--- src/rtl/stack_ctrl_pkg.sv ---
// Shared definitions for the stack sequencer and the core's stack-op decoder:
// command encodings, default RAM depth and controller state encoding.
package stack_ctrl_pkg;

  // Default number of 32-bit stack entries (power of two, at least 4)
  localparam int RAM_DEPTH = 16;

  // Width of stack entries and of the RAM address/data buses
  localparam int DATA_W = 32;

  // Stack command encodings driven on cmd_op by the core decoder
  typedef enum logic [1:0] {
    STK_NOP  = 2'b00,
    STK_PUSH = 2'b01,
    STK_POP  = 2'b10,
    STK_REPL = 2'b11
  } stk_op_e;

  // Controller states: IDLE accepts commands, FETCH waits for the NOS refill
  typedef enum logic {
    ST_IDLE  = 1'b0,
    ST_FETCH = 1'b1
  } stk_state_e;

  // err_cause bit positions
  localparam int CAUSE_OVF = 0;
  localparam int CAUSE_UDF = 1;

endpackage

--- src/rtl/stack_ctrl.sv ---
// stack_ctrl: sequencer for the stack RAM (port A read/write, port B
// registered read-only). Keeps the depth counter and caches TOS/NOS in
// registers so both operands are available with zero read latency.
// Optional feature macro: STACK_BOUNDS_EN enables the sticky overflow /
// underflow error flags; without it err and err_cause are tied to 0.
module stack_ctrl
  import stack_ctrl_pkg::*;
#(
  parameter int DEPTH = RAM_DEPTH,
  parameter int AW    = $clog2(DEPTH)
) (
  input  logic              clk,
  input  logic              rst,
  input  logic              cmd_valid,
  output logic              cmd_ready,
  input  logic [1:0]        cmd_op,
  input  logic [DATA_W-1:0] cmd_data,
  output logic [DATA_W-1:0] tos,
  output logic [DATA_W-1:0] nos,
  output logic [AW:0]       count,
  output logic              full,
  output logic              empty,
  output logic              err,
  output logic [1:0]        err_cause,
  output logic [DATA_W-1:0] ram_addr_a,
  output logic [DATA_W-1:0] ram_datain_a,
  output logic              ram_wr_a,
  input  logic [DATA_W-1:0] ram_data_a,
  output logic [DATA_W-1:0] ram_addr_b,
  input  logic [DATA_W-1:0] ram_data_b
);

  localparam logic [AW:0] DEPTH_C = (AW+1)'(DEPTH);
  localparam logic [AW:0] ONE_C   = (AW+1)'(1);
  localparam logic [AW:0] TWO_C   = (AW+1)'(2);
  localparam logic [AW:0] THREE_C = (AW+1)'(3);

  stk_state_e        state;
  stk_state_e        state_nxt;

  logic [AW:0]       count_r;
  logic [DATA_W-1:0] tos_r;
  logic [DATA_W-1:0] nos_r;

  logic              accept;
  logic              is_push;
  logic              is_pop;
  logic              is_repl;
  logic              full_i;
  logic              empty_i;
  logic              do_push;
  logic              do_pop;
  logic              do_repl;
  logic              ovf;
  logic              udf;
  logic              need_fetch;
  logic [AW:0]       cnt_dec;
  logic [AW:0]       cnt_m2;
  logic [AW:0]       cnt_m3;
  logic [AW-1:0]     addr_a;
  logic [AW-1:0]     addr_b;

  // Command decode; out-of-bounds commands are accepted but have no effect
  assign accept  = cmd_valid && (state == ST_IDLE);
  assign is_push = accept && (cmd_op == STK_PUSH);
  assign is_pop  = accept && (cmd_op == STK_POP);
  assign is_repl = accept && (cmd_op == STK_REPL);

  assign full_i  = (count_r == DEPTH_C);
  assign empty_i = (count_r == '0);

  assign do_push = is_push && !full_i;
  assign do_pop  = is_pop  && !empty_i;
  assign do_repl = is_repl && !empty_i;
  assign ovf     = is_push && full_i;
  assign udf     = (is_pop || is_repl) && empty_i;

  assign cnt_dec = count_r - ONE_C;
  assign cnt_m2  = count_r - TWO_C;
  assign cnt_m3  = count_r - THREE_C;

  // A POP that leaves two or more entries must refill NOS from RAM
  assign need_fetch = do_pop && (cnt_dec >= TWO_C);

  // Next-state logic for the IDLE/FETCH sequencer
  always_comb begin
    state_nxt = state;
    case (state)
      ST_IDLE:  if (need_fetch) state_nxt = ST_FETCH;
      ST_FETCH: state_nxt = ST_IDLE;
      default:  state_nxt = ST_IDLE;
    endcase
  end

  // State register
  always_ff @(posedge clk) begin
    if (rst) state <= ST_IDLE;
    else     state <= state_nxt;
  end

  // Port A: write on in-bounds PUSH/REPL, otherwise park on the TOS address
  always_comb begin
    addr_a       = cnt_dec[AW-1:0];
    ram_datain_a = '0;
    ram_wr_a     = 1'b0;
    if (do_push) begin
      addr_a       = count_r[AW-1:0];
      ram_datain_a = cmd_data;
      ram_wr_a     = 1'b1;
    end else if (do_repl) begin
      addr_a       = cnt_dec[AW-1:0];
      ram_datain_a = cmd_data;
      ram_wr_a     = 1'b1;
    end
  end

  // Port B: during a refilling POP read the new NOS (old count-3), otherwise
  // point at the current NOS so the read port is never left floating
  always_comb begin
    addr_b = cnt_m2[AW-1:0];
    if (need_fetch) addr_b = cnt_m3[AW-1:0];
  end

  assign ram_addr_a = {{(DATA_W-AW){1'b0}}, addr_a};
  assign ram_addr_b = {{(DATA_W-AW){1'b0}}, addr_b};

  // Depth counter and TOS/NOS cache; the FETCH cycle captures the RAM read
  always_ff @(posedge clk) begin
    if (rst) begin
      count_r <= '0;
      tos_r   <= '0;
      nos_r   <= '0;
    end else if (state == ST_FETCH) begin
      nos_r <= ram_data_b;
    end else if (do_push) begin
      count_r <= count_r + ONE_C;
      tos_r   <= cmd_data;
      nos_r   <= tos_r;
    end else if (do_repl) begin
      tos_r <= cmd_data;
    end else if (do_pop) begin
      count_r <= cnt_dec;
      tos_r   <= (cnt_dec == '0) ? '0 : nos_r;
      if (cnt_dec < TWO_C) nos_r <= '0;
    end
  end

`ifdef STACK_BOUNDS_EN
  logic [1:0] cause_r;
  logic       unused_ok;

  // Sticky error causes, cleared only by reset
  always_ff @(posedge clk) begin
    if (rst) begin
      cause_r <= 2'b00;
    end else begin
      if (ovf) cause_r[CAUSE_OVF] <= 1'b1;
      if (udf) cause_r[CAUSE_UDF] <= 1'b1;
    end
  end

  assign err_cause = cause_r;
  assign err       = |cause_r;
  assign unused_ok = ^ram_data_a;
`else
  logic unused_ok;

  assign err_cause = 2'b00;
  assign err       = 1'b0;
  assign unused_ok = ^{ram_data_a, ovf, udf};
`endif

  assign cmd_ready = (state == ST_IDLE);
  assign tos       = tos_r;
  assign nos       = nos_r;
  assign count     = count_r;
  assign full      = full_i;
  assign empty     = empty_i;

endmodule
--- config.mk ---
export PLATFORM = sky130hd
export DESIGN_NAME = stack_ctrl
export DESIGN_NICKNAME = d
export VERILOG_FILES = /design/src/rtl/stack_ctrl_pkg.sv /design/src/rtl/stack_ctrl.sv
export SDC_FILE = /design/constraint.sdc
export NUM_CORES = 1
export LEC_CHECK = 0
export CAP_MARGIN = 20
export CORE_ASPECT_RATIO = 1.25
export CORE_MARGIN = 4
export CORE_UTILIZATION = 41
export CTS_BUF_LIST = sky130_fd_sc_hd__clkbuf_16
export DETAILED_ROUTE_END_ITERATION = 10
export HOLD_SLACK_MARGIN = 0.03
export PLACE_DENSITY_LB_ADDON = 0.3
export SYNTH_ARGS = -nofsm -noshare
export SYNTH_HDL_FRONTEND = slang
export SYNTH_SLANG_ARGS = --single-unit
--- constraint.sdc ---
create_clock -name clk -period 3.51 [get_ports clk]
set_input_delay 0.351 -clock clk [delete_from_list [all_inputs] [get_ports clk]]
set_output_delay 0.351 -clock clk [all_outputs]
set_load 0.1 [all_outputs]
==> run metrics <==
setup ws final 0.323 ns; GP Congestion 0.797; initial drt markers around 220; post-route cell area 6990 um2; f_max about 0.31 GHz; Syn Inst Count ~520; Clock Skews 0.00475 ns; Setup-failing EPs final 0; Post-CTS Setup Bufs 0; drt total wl 15000 um; final antenna-violating net count 0; YS warnings 0; worst-case clock buffer depth 2; cts hold-fix bufs 0; Slew @ Worst Pin approximately 1.0 ns; largest stage delay on the critical path 0.53 ns; Synth top area share a little under a third; switching pwr 1.77 mW; Fin. Hold Viols 0; Worst Path Arrival between 2 and 3 ns; Most used DFF post-synth dfxtp_1; initial antenna violation count 0; core footprint roughly 11000 um2; slew margin rel. 30.7%; CP Max Fanout 14; WHS Path Cells 2; Die Height 126 um; global route overflow 0; Worst Hold Launch nos[3]; Post-synth ARST share 0%; PortBufs between 150 and 200; Switching Fraction between 40% and 50%; synth unique cells 46; worst skew pair latency approximately 0.33 ns; Worst R2R Start count[2]; DR DRC count 0; crit path capture type primary output; logic gate share of total power roughly 50%; clock power share roughly a quarter; CP startpoint kind flop; Via density ~5.4; CP Data Required Time 3.16 ns; Starting Density a little over two fifths; Synth area leaders dfxtp_1 31%, buf_4 11%, a2111oi_2 8.6%; hold crit path type reg2reg; clk root buf clkbuf_16; # IOs around 270; Max Slew Vio Count 0; post-CTS sizing 0; sequential power share between 20% and 30%; Critical R2R Capture tos[11]; Final period util between 90% and 100%; Vias roughly 4400; r2r worst-path depth 8; Die Wd slightly above 100 um; Mapped Area around 4600 um2; Synth-to-Final Area Change 53.6%; DP Worst Slack approximately 0.45 ns; P per Cell Area about 530 nW/um2; CTS tree done; CP max-delay cell dfxtp_2; placed standard-cell area approximately 6700 um2; Peak VDD IR 0.000277 V; RSZ-0062 raised after global routing false; global-route wire length before repair roughly 23000 um; max cap viols 0; DP Wirelength 10600 um; # H-tree levels 3; cell taking the most area after synthesis dfxtp_1; nets slightly below 800; Sink Count 70; row count 42; top post-synthesis cells by count 70 x dfxtp_1, 64 x buf_4, 44 x nor2_1; share of cells above drive strength 1 20.0%; Crit Path Class reg2out; Leakage Power around 2.5 nW; Clock Pin Slew Worst Setup and Hold Paths approximately 0.06 ns; internal reg-to-reg setup slack 0.57 ns; final core utilization approximately 65%; GRT Resource Usage Total between 20% and 30%; first drt pass iteration count 5; EDFF count, synth 0; Hold Path End nos[3]; Post-Syn Area per Cell 8.77 um2; most frequent cell after synthesis dfxtp_1; register area share after synthesis 30.8%; crit path buf inv count 2; CP delay by family, top multiplexers; crit-path cells inv_1, ha_1, a21boi_1, mux2_2, o31ai_4, mux2i_2, xnor2_4, buf_12; average routed wire per standard cell 18.3 um; Internal 1.97 mW; largest net degree at the start of global routing 71; #FFs+latches synth 70; Num CTS Buffers 9; Setup TNS Final 0 ns; vias in the first global route ~4500; die area roughly 13000 um2; status complete, no violations; Final min period roughly 3.2 ns
## placed cells by master, fill, tap and decap left out, types with 6 or more instances in the layout
master and count:
nor2_1 44, inv_1 6, a22oi_1 33, buf_12 41
a21oi_1 36, conb_1 59, and2_1 25, clkdlybuf4s50_1 136
and2_4 8, buf_4 17, nand3_1 34, clkbuf_16 9
nand2_1 37, ha_1 9, a2111oi_2 26, nor3b_1 32
dfxtp_1 65
## registers in the layout, summed over array words and instances (netlist names)
name   cells
count      5
nos       32
state      1
tos       32
## worst max path at each step
stage / from / endpoint / slack, ns / cells after the start
after detailed placement: cmd_op[0] / tos[11] / 0.45 / 8
after floorplan: count[0] / ram_addr_b[3] / 0.008 / 8
after global routing: count[2] / ram_addr_b[3] / 0.17 / 8
final: count[2] / ram_addr_b[3] / 0.32 / 8
after global placement: cmd_op[0] / tos[10] / 0.49 / 8
after CTS: count[2] / ram_addr_b[3] / 0.11 / 8
## area by class of cell
cell class | count | area [um2]
clock inverters | 7 | 90.1
multi-input cells | 396 | 2750
well taps | 132 | 165
fillers | 918 | 3730
repair buffers | 194 | 2310
clock buffers | 9 | 225
diodes | 1 | 2.50
flip-flops and latches | 70 | 1410
inverters | 8 | 37.5
## worst min-delay path: cells and delay by family, from the launching register on
family           cells  cell delay, ns
AO/OA/AOI/OAI        1            0.05
flip-flops           1            0.32
AND/OR/NAND/NOR      1            0.06
## power by group through the flow
| stage | sequential, mW | clock [mW] | combinational, mW |
|---|---|---|---|
| finish | 0.920 | 0.961 | 1.85 |
| global route | 0.930 | 1.01 | 1.92 |
| CTS | 0.920 | 0.977 | 1.86 |
| detailed placement | 0.937 | 0 | 1.85 |
| global placement | 0.933 | 0 | 1.84 |
| floorplan | 1.36 | 0 | 1.03 |
## metal layers
layer | vias to the layer above | GRT usage [%] | wire [um]
met5 | - | 0 | 0
met4 | 0 | 11.2 | 457
met3 | 30 | 3.87 | 1260
met2 | 203 | 40.2 | 7860
met1 | 2101 | 25.6 | 5370
li1 | 2055 | - | -
## cell families after synthesis
family          count (synthesis)  synth area share, %
other cells                     1               0.0824
simple gates                  199                 23.9
compound gates                118                 24.0
mux                             3                0.687
xor+xnor                        7                 1.35
fa+ha+maj                      10                 2.75
flops                          70                 30.8
buf+inv                       111                 16.4
## through the flow
step	power (mW)	cells	hold slack, ns
2_1_floorplan	2.38	577	0.519
3_3_place_gp	2.77	798	0.466
3_5_place_dp	2.79	798	0.475
4_1_cts	3.76	814	0.483
5_1_grt	3.86	816	0.510
6_report	3.74	817	0.485
(Power assumes the default switching activity.)
